### src/rtl/mem_bus_arbiter_pkg.sv
// mem_bus_arbiter_pkg: FSM state encoding and bus width/byte-enable constants
// shared by mem_bus_arbiter and its watchdog.
package mem_bus_arbiter_pkg;
  localparam int BUS_AW = 32;
  localparam int BUS_DW = 32;
  localparam logic [1:0] ARB_IDLE = 2'd0;
  localparam logic [1:0] ARB_DATA = 2'd1;
  localparam logic [1:0] ARB_INST = 2'd2;
  localparam logic [3:0] BE_FULL = 4'hF;
endpackage

### src/rtl/mem_bus_arbiter_bus_watchdog.sv
// bus_watchdog: counts stalled bus cycles and flags a timeout; o_err is the
// registered one-cycle error pulse that lines up with the forced ack.
module bus_watchdog
  import mem_bus_arbiter_pkg::*;
#(
  parameter int unsigned TIMEOUT_CYCLES = 255
) (
  input  logic clk,
  input  logic rst_n,
  input  logic i_start,
  input  logic i_busy,
  input  logic i_ready,
  output logic o_timeout,
  output logic o_err
);
  logic [15:0] r_cnt;
  // fires on the stalled cycle whose increment would reach TIMEOUT_CYCLES
  assign o_timeout = i_busy & ~i_ready & (r_cnt == 16'(TIMEOUT_CYCLES - 1));
  always_ff @(posedge clk or negedge rst_n) begin
    if (!rst_n) begin
      r_cnt <= '0;
      o_err <= 1'b0;
    end else begin
      o_err <= o_timeout;
      r_cnt <= i_start ? '0 : (i_busy & ~i_ready) ? r_cnt + 16'd1 : r_cnt;
    end
  end
endmodule

### src/rtl/mem_bus_arbiter.sv
// mem_bus_arbiter: IF/MEM single-port bus arbiter, data priority, pipeline pause.
// Define BUS_TIMEOUT_EN to build in the bus watchdog (bus_err_o otherwise tied 0).
module mem_bus_arbiter
  import mem_bus_arbiter_pkg::*;
#(
  parameter int unsigned TIMEOUT_CYCLES = 255
) (
  input  logic              clk,
  input  logic              rst_n,
  input  logic              if_req_i,
  input  logic [BUS_AW-1:0] if_addr_i,
  input  logic              if_abort_i,
  output logic [BUS_DW-1:0] if_rdata_o,
  output logic              if_ack_o,
  input  logic              mem_req_i,
  input  logic              mem_we_i,
  input  logic [3:0]        mem_be_i,
  input  logic [BUS_AW-1:0] mem_addr_i,
  input  logic [BUS_DW-1:0] mem_wdata_i,
  output logic [BUS_DW-1:0] mem_rdata_o,
  output logic              mem_ack_o,
  output logic              bus_req_o,
  output logic              bus_we_o,
  output logic [3:0]        bus_be_o,
  output logic [BUS_AW-1:0] bus_addr_o,
  output logic [BUS_DW-1:0] bus_wdata_o,
  input  logic [BUS_DW-1:0] bus_rdata_i,
  input  logic              bus_ready_i,
  output logic              bus_err_o,
  output logic              pause_o
);
  logic [1:0]        r_state;
  logic              r_abort, r_if_ack, r_mem_ack, r_bus_req, r_bus_we;
  logic [3:0]        r_bus_be;
  logic [BUS_AW-1:0] r_bus_addr;
  logic [BUS_DW-1:0] r_bus_wdata, r_if_rdata, r_mem_rdata, w_rdata;
  logic              w_idle, w_mem_go, w_if_go, w_done, w_timeout;
  assign w_idle = r_state == ARB_IDLE;
  // the port acked this cycle is masked so a still-high req is not reissued
  assign w_mem_go = w_idle & mem_req_i & ~r_mem_ack;
  assign w_if_go = w_idle & ~w_mem_go & if_req_i & ~if_abort_i & ~r_if_ack;
  assign w_done = ~w_idle & (bus_ready_i | w_timeout);
  assign w_rdata = w_timeout ? '0 : bus_rdata_i;
`ifdef BUS_TIMEOUT_EN
  bus_watchdog #(.TIMEOUT_CYCLES(TIMEOUT_CYCLES)) u_wdog (
    .clk(clk), .rst_n(rst_n), .i_start(w_mem_go | w_if_go), .i_busy(~w_idle),
    .i_ready(bus_ready_i), .o_timeout(w_timeout), .o_err(bus_err_o)
  );
`else
  // constant 0 for any legal TIMEOUT_CYCLES; the bus simply waits forever
  assign w_timeout = TIMEOUT_CYCLES == 0;
  assign bus_err_o = 1'b0;
`endif
  always_ff @(posedge clk or negedge rst_n) begin
    if (!rst_n) begin
      r_state <= ARB_IDLE;
      r_abort <= 1'b0;
      r_if_ack <= 1'b0;
      r_mem_ack <= 1'b0;
      r_bus_req <= 1'b0;
      r_bus_we <= 1'b0;
      r_bus_be <= '0;
      r_bus_addr <= '0;
      r_bus_wdata <= '0;
      r_if_rdata <= '0;
      r_mem_rdata <= '0;
    end else begin
      r_if_ack <= 1'b0;
      r_mem_ack <= 1'b0;
      if (w_mem_go | w_if_go) begin
        r_state <= w_mem_go ? ARB_DATA : ARB_INST;
        r_bus_req <= 1'b1;
        r_bus_we <= w_mem_go & mem_we_i;
        r_bus_be <= w_mem_go ? mem_be_i : BE_FULL;
        r_bus_addr <= w_mem_go ? mem_addr_i : if_addr_i;
        r_bus_wdata <= w_mem_go ? mem_wdata_i : '0;
      end else if (w_done) begin
        r_state <= ARB_IDLE;
        r_bus_req <= 1'b0;
        r_abort <= 1'b0;
        if (r_state == ARB_DATA) begin
          r_mem_ack <= 1'b1;
          if (!r_bus_we) r_mem_rdata <= w_rdata;
        end else if (!(r_abort | if_abort_i)) begin
          r_if_ack <= 1'b1;
          r_if_rdata <= w_rdata;
        end
      end else if (r_state == ARB_INST && if_abort_i) begin
        r_abort <= 1'b1;
      end
    end
  end
  assign if_ack_o = r_if_ack;
  assign mem_ack_o = r_mem_ack;
  assign if_rdata_o = r_if_rdata;
  assign mem_rdata_o = r_mem_rdata;
  assign bus_req_o = r_bus_req;
  assign bus_we_o = r_bus_we;
  assign bus_be_o = r_bus_be;
  assign bus_addr_o = r_bus_addr;
  assign bus_wdata_o = r_bus_wdata;
  assign pause_o = (mem_req_i & ~r_mem_ack) | (if_req_i & ~r_if_ack & ~if_abort_i);
endmodule
### config.mk
export PLATFORM = sky130hd
export DESIGN_NAME = mem_bus_arbiter
export DESIGN_NICKNAME = d
export VERILOG_FILES = /design/src/rtl/mem_bus_arbiter_pkg.sv /design/src/rtl/mem_bus_arbiter_bus_watchdog.sv /design/src/rtl/mem_bus_arbiter.sv
export SDC_FILE = /design/constraint.sdc
export NUM_CORES = 1
export LEC_CHECK = 0
export ABC_AREA = 1
export BUFFER_PORTS_ARGS = -buffer_cell sky130_fd_sc_hd__buf_2
export CAP_MARGIN = 10
export CORE_ASPECT_RATIO = 0.5
export CORE_MARGIN = 3
export CORE_UTILIZATION = 46
export DETAILED_ROUTE_END_ITERATION = 12
export GPL_TIMING_DRIVEN = 1
export PLACE_DENSITY = 0.79
export REMOVE_ABC_BUFFERS = 1
export SLEW_MARGIN = 5
export SYNTH_ARGS = -nofsm -noshare
export SYNTH_HDL_FRONTEND = slang
export SYNTH_SLANG_ARGS = --single-unit
### constraint.sdc
create_clock -name clk -period 2.13 [get_ports clk]
set_input_delay 0.1065 -clock clk [delete_from_list [all_inputs] [get_ports clk]]
set_output_delay 0.1065 -clock clk [all_outputs]
set_load 0.02 [all_outputs]
==> impl_metrics.json, run 1 <==
{
  "cts.repair.resized": 0,
  "insertion_delay_ns": 0.40,
  "drive_gt1_frac": 0.312,
  "finalNetCount": 1177,
  "hold_end": "bus_addr_o[21]",
  "drt_iter0_drc": 454,
  "fill_cells": 855,
  "status": "finished, final reports clean",
  "worst_pin_slew_ns": 0.587,
  "multi_input_area_sq_um": 1960,
  "rsz0062_at_grt": "no",
  "reg2reg_depth": 6,
  "grt_pass1_wl_um": 29500,
  "finalHoldViolCount": 0,
  "power_density_nw_per_um2": 1450,
  "holdPathStages": 5,
  "cp.required_ns": 2.46,
  "setup_viol": 0,
  "power_mw": 12.8,
  "cp_slowest_stage_delay_ns": 0.45,
  "first_pass_iters": 5,
  "relSlewSlack": 0.609,
  "synth_warnings": 0,
  "avgRoutedWirePerCell_um": 15.3,
  "post-cts-setup-buffers": 0,
  "layout_common_cells": "buf_2 (274), nand2_1 (273), dfrtp_1 (139), nand3_1 (103), dlygate4sd3_1 (90)",
  "finalCritPeriodShare": 0.805,
  "area_growth_pct": 52.2,
  "critPathSlowestCell": "dfrtp_1",
  "hpwl_um": 11100,
  "vias": 6105,
  "ys_ff_latch": 139,
  "clockBufferDepth": 2,
  "track_usage": 0.262,
  "dp_cells": 1094,
  "critical_path.cell_chain": "nor2_4, nand2_4, inv_2, buf_4, nand2_1, nand2_1",
  "synth_top_family_by_area": "simple AND/OR/NAND/NOR gates",
  "portBuffers": 275,
  "viasPerCell": 5.01,
  "htreeDepth": 4,
  "cts_root_buffer": "clkbuf_16",
  "start_util": 0.481,
  "core_sq_um": 12100,
  "path_clk_slew_ns": 0.07,
  "drc_errors": 0,
  "whs_ns": 0.00481,
  "final_common_cell": "buf_2",
  "synth_area_sq_um": 5820,
  "netlist_instances": 684,
  "die_w_um": 165,
  "globalplace.congestion": 0.829,
  "synthAdderAreaFrac": 0,
  "layout_min_cycle_time_ns": 1.71,
  "syn_area_per_cell_sq_um": 8.50,
  "preCtsSetupSlack_ns": 0.497,
  "rrSetupSlack_ns": 0.42,
  "synth_compound_area_frac": 0.0594,
  "path_buf_inv": 2,
  "cts_tree": "done",
  "setup_tns_ns": 0,
  "fin_cells": 1218,
  "first_global_vias": 6113,
  "routed_wl_um": 18600,
  "hold_path.class": "in -> reg",
  "crit_path_start_kind": "flip-flop",
  "maxCapViolations": 0,
  "min-delay-start": "if_addr_i[21]",
  "setup_slack_ns": 0.416,
  "vdd_ir_drop_max_mv": 0.845,
  "worstPathMaxFanout": 32,
  "final_area_sq_um": 8850,
  "ios": 277,
  "grt_antenna_before_repair": 1,
  "maxSlewViolCount": 0,
  "yosysSeqAreaShare": 0.598,
  "path_common_cell": "nand2_1",
  "yosysUniqueCellTypes": 21,
  "max_freq_mhz": 583,
  "critPathTopFamily": "buffers and inverters",
  "finalClockSkew_ns": 0.00806,
  "endpoint_kind": "flip-flop",
  "synth_xor_area_frac": 0,
  "die_area_sq_um": 14100,
  "fin_util": 0.732,
  "numCtsBuffers": 17,
  "r2r_end": "bus_wdata_o[27]",
  "grt_max_degree": 66,
  "yosys.area_share.simple": 0.276,
  "synth_mux_area_frac": 0,
  "row_count": 28,
  "drtAntennaViolNets": 0,
  "grt_overflow": 0,
  "chipHeight_um": 85.5,
  "p_leak_nw": 5.05,
  "register_area_sq_um": 3480,
  "synth.area.top_cells": "dfrtp_1 (60%), nand2_1 (18%), nand3_1 (8.9%), o21ai_0 (5.7%), inv_1 (3.0%)",
  "place_area_sq_um": 7350,
  "synth_top_area_frac": 0.598,
  "timing.rr.start": "r_state[1]",
  "synth_top_cell_by_area": "dfrtp_1",
  "worst_ep_arrival_time_ns": 2.04,
  "worstSetupPathType": "reg -> reg",
  "cts_sinks": 139
}
-- registers in the layout, indices dropped and copies added (netlist names), 2 cells and up --
| register | flops |
|---|---|
| if_rdata_o | 32 |
| r_state | 2 |
| bus_be_o | 4 |
| bus_addr_o | 32 |
| bus_wdata_o | 32 |
| mem_rdata_o | 32 |
-- cell families (layout without fill, tap and decap cells) --
| family | Yosys count | count (layout) |
|---|---|---|
| compound gates | 68 | 68 |
| buf+inv | 91 | 458 |
| flops | 139 | 139 |
| simple gates | 385 | 385 |
| other cells | 1 | 3 |
-- power breakdown --
part	switching, mW	internal, mW
registers	0.684	3.86
clock network	1.18	1.78
logic	3.53	1.76
total	5.40	7.39
-- how the worst max path moves through the flow --
| stage | start | cells past startpoint | end | slack [ns] |
|---|---|---|---|---|
| 2_1_floorplan | mem_ack_o | 6 | bus_be_o[0] | -1.05 |
| 3_3_place_gp | r_state[1] | 6 | bus_wdata_o[21] | 0.57 |
| 3_5_place_dp | r_state[1] | 6 | bus_wdata_o[27] | 0.50 |
| 4_1_cts | r_state[1] | 6 | bus_wdata_o[21] | 0.48 |
| 5_1_grt | r_state[1] | 6 | bus_wdata_o[0] | 0.27 |
| 6_report | r_state[1] | 6 | bus_wdata_o[27] | 0.42 |
-- worst reg2reg max path: stages, from the launching register on --
cell and delay (ns):
dfrtp_1 0.45, nor2_4 0.25, nand2_4 0.15, inv_2 0.43, buf_4 0.23, nand2_1 0.05
nand2_1 0.10
-- metal layers --
| metal | vias to the layer above | part of all wire | global-route usage |
|---|---|---|---|
| met5 | - | 0 | 0 |
| met4 | 0 | 0.053 | 0.157 |
| met3 | 80 | 0.063 | 0.0531 |
| met2 | 277 | 0.51 | 0.458 |
| met1 | 2871 | 0.37 | 0.301 |
| li1 | 2877 | - | - |
-- synth_stat cells --
cell type	instances
nand2_1	273
dfrtp_1	139
nand3_1	103
o21ai_0	66
inv_1	46
clkbuf_1	18
buf_2	17
buf_4	5
buf_1	4
nand2_2	2
a2bb2oi_1	1
conb_1	1
inv_2	1
nand3_2	1
nand4_1	1
nand4_2	1
nor2_1	1
nor2_2	1
nor2_4	1
nor3_1	1
o22ai_1	1
-- final cells by class --
cell class / instances / area share
Inverter: 47 / 0.0199
Antenna cell: 2 / 0.000565
Clock inverter: 14 / 0.0180
Tap cell: 165 / 0.0233
Multi-Input combinational cell: 454 / 0.222
Sequential cell: 139 / 0.393
Timing Repair Buffer: 379 / 0.274
Clock buffer: 18 / 0.0496
-- repair_timing --
action / 4_1_cts / 5_1_grt
endpoints found under the hold margin: 181 / 0
setup endpoints to repair: 0 / 0
hold buffers: 90 / 0
Power figures use the tool's default switching activity.
==> inputs of run 2 (changes only) <==
--- a/config.mk
+++ b/config.mk
@@ -5,7 +5,7 @@
 export SDC_FILE = /design/constraint.sdc
 export NUM_CORES = 1
 export LEC_CHECK = 0
-export ABC_AREA = 1
+export ABC_AREA = 0
 export BUFFER_PORTS_ARGS = -buffer_cell sky130_fd_sc_hd__buf_2
 export CAP_MARGIN = 10
 export CORE_ASPECT_RATIO = 0.5
@@ -13,7 +13,7 @@
 export CORE_UTILIZATION = 46
 export DETAILED_ROUTE_END_ITERATION = 12
 export GPL_TIMING_DRIVEN = 1
-export PLACE_DENSITY = 0.79
+export PLACE_DENSITY = 0.8
 export REMOVE_ABC_BUFFERS = 1
 export SLEW_MARGIN = 5
 export SYNTH_ARGS = -nofsm -noshare
==> constraint.sdc (replaced) <==
create_clock -name clk -period 1.7 [get_ports clk]
set_input_delay 0.085 -clock clk [delete_from_list [all_inputs] [get_ports clk]]
set_output_delay 0.085 -clock clk [all_outputs]
set_load 0.02 [all_outputs]
==> run 2 against run 1 <==
The flow now finishes with violations (setup timing). First-iteration DRC count increased by 29%. Clock power up 45%. Setup slack got worse by 0.47 ns. Critical path type unchanged. Critical endpoint is now if_rdata_o[12].
==> impl_metrics.json, run 2 <==
{
  "finalClockSkew_ns": 0.0102,
  "yosysMostFrequentCell": "dfrtp_1",
  "area_growth_pct": 65.1,
  "portBuffers": 275,
  "violations": "setup timing",
  "place_area_sq_um": 7370,
  "ys_ff_latch": 139,
  "row_count": 28,
  "switchingPower_mw": 7.34,
  "setup_viol": 32,
  "hold_path.class": "in -> reg",
  "synth_top_cell_by_area": "dfrtp_1",
  "synth_edf_count": 0,
  "cts_sinks": 139,
  "track_usage": 0.302,
  "numCtsBuffers": 17,
  "finalHoldViolCount": 0,
  "syn_area_per_cell_sq_um": 11.3,
  "status": "finished, violations left",
  "vdd_ir_drop_max_mv": 1.03,
  "worstPathMaxFanout": 16,
  "grt_pass1_wl_um": 33000,
  "fin_cells": 1097,
  "final_area_sq_um": 9420,
  "setup_tns_ns": -1.15,
  "async_flop_share": 1.00,
  "endpoint_kind": "flip-flop",
  "p_leak_nw": 4.53,
  "grt_antenna_before_repair": 0,
  "synth.area.top_cells": "dfrtp_1 (61%), mux2_2 (12%), o21ai_0 (5.8%), nand2_1 (4.7%), a31oi_1 (3.6%)",
  "clkPwrFrac": 0.238,
  "globalplace.congestion": 0.883,
  "die_w_um": 164,
  "intPower_mw": 10.7,
  "clockBufferDepth": 2,
  "insertion_delay_ns": 0.40,
  "layout_common_cells": "buf_2 (273), dfrtp_1 (139), dlygate4sd3_1 (125), nand2_1 (71), o21ai_0 (65)",
  "routed_wl_um": 22000,
  "p_sw_frac": 0.407,
  "ios": 277,
  "drt_iter0_drc": 585,
  "synth_warnings": 0,
  "grt_overflow": 0,
  "synth_area_sq_um": 5710,
  "critical_path.cell_chain": "buf_6, inv_2, nor4b_4, buf_4, clkbuf_16, mux2_2",
  "setup_slack_ns": -0.0522,
  "start_util": 0.478,
  "fin_util": 0.788,
  "hpwl_um": 11500,
  "netlist_instances": 507,
  "yosysUniqueCellTypes": 28,
  "drive_gt1_frac": 0.442,
  "dp_cells": 931,
  "chipHeight_um": 84.8,
  "htreeDepth": 4,
  "worst_ep_arrival_time_ns": 2.04,
  "drtAntennaViolNets": 0,
  "critPathSlowestCell": "dfrtp_1",
  "core_sq_um": 11900,
  "synth_ff_type": "dfrtp_1",
  "final_common_cell": "buf_2",
  "first_pass_iters": 5,
  "avgRoutedWirePerCell_um": 20.1,
  "ys_top_cells_by_count": "dfrtp_1 (139), nand2_1 (71), o21ai_0 (66)",
  "crit_path_start_kind": "flip-flop",
  "layout_min_cycle_time_ns": 1.75,
  "cts_tree": "done",
  "power_density_nw_per_um2": 1910,
  "drc_errors": 0,
  "cts_root_buffer": "clkbuf_16",
  "first_global_vias": 6412,
  "path_clk_slew_ns": 0.06,
  "grt_max_degree": 43,
  "die_area_sq_um": 13900,
  "worstSetupPathType": "reg -> reg",
  "critPathTopFamily": "buffers and inverters",
  "viasPerCell": 5.63,
  "cp.required_ns": 1.99,
  "cp_slowest_stage_delay_ns": 0.39,
  "path_buf_inv": 4,
  "vias": 6172,
  "p_comb_frac": 0.438,
  "yosysSeqAreaShare": 0.610,
  "finalCritPeriodShare": 1.03,
  "max_freq_mhz": 571,
  "synth_top_area_frac": 0.610,
  "finalNetCount": 1058,
  "maxCapViolations": 0,
  "n_antenna_cell": 0,
  "maxSlewViolCount": 0,
  "pwr-share-seq": 0.324
}
==> run 2: layout make-up <==
| cell class | instances | area, sq um |
|---|---|---|
| clock buffers | 18 | 439 |
| inverters | 4 | 15.0 |
| fillers | 672 | 2530 |
| well taps | 165 | 206 |
| repair buffers | 433 | 3020 |
| multi-input cells | 324 | 2010 |
| clock inverters | 14 | 241 |
| flip-flops and latches | 139 | 3480 |
==> run 2: logic make-up (layout without fill, tap and decap cells) <==
kind of cell,Yosys count,count (layout),share of synthesized area
buffers and inverters,44,469,0.0414
and+or+nand+nor,121,121,0.0919
other,1,1,0.000657
DFF,139,139,0.610
AOI/OAI and AO/OA,138,138,0.130
muxes,64,64,0.126
==> run 2: what timing repair did <==
action	in CTS	in global routing
endpoints found under the setup margin	1	83
pin swaps	0	3
resized for setup	3	8
hold buffers	125	0
gates cloned	0	1
hold endpoints to repair	274	0
setup buffers	0	8
==> run 2: worst paths after layout <==
check / slack [ns] / start / cells after the start / to
setup / recovery: -0.05 / r_state[1] / 6 / if_rdata_o[12]
hold / removal: 0.01 / if_addr_i[29] / 3 / bus_addr_o[29]
setup reg to reg: -0.05 / r_state[1] / 6 / if_rdata_o[12]
hold reg to reg: 0.49 / mem_rdata_o[30] / 1 / mem_rdata_o[30]
max in group asynchronous: 0.98 / rst_n / 3 / mem_rdata_o[2]
min in group asynchronous: 0.17 / rst_n / 2 / if_rdata_o[23]
==> run 2: per-layer routing <==
metal / vias up / GRT usage / routed length, um
met5: - / 0 / 0
li1: 2579 / - / -
met3: 158 / 0.0764 / 1930
met4: 0 / 0.192 / 1450
met2: 482 / 0.518 / 11000
met1: 2953 / 0.339 / 7650
==> run 2: worst min-delay path: stages <==
cell and delay (ns):
buf_2 0.08, a31oi_1 0.06, a21oi_1 0.14
==> run 2: power groups by stage <==
| stage | Clock (mW) | Combinational [mW] | Sequential [mW] |
|---|---|---|---|
| 2_1_floorplan | 0 | 2.30 | 7.64 |
| 3_3_place_gp | 0 | 7.03 | 5.64 |
| 3_5_place_dp | 0 | 7.21 | 5.71 |
| 4_1_cts | 4.30 | 7.47 | 5.68 |
| 5_1_grt | 4.51 | 8.39 | 5.98 |
| 6_report | 4.29 | 7.90 | 5.84 |
==> run 2: per-stage QoR <==
stage,worst slack [ns],hold WS [ns],power (mW)
after global placement,0.0765,0.0312,12.7
after detailed placement,0.0409,0.0359,12.9
after floorplan,-1.34,-0.211,9.94
final,-0.0522,0.0136,18.0
after CTS,0.0204,0.000363,17.5
after global routing,-0.0701,0.0306,18.9
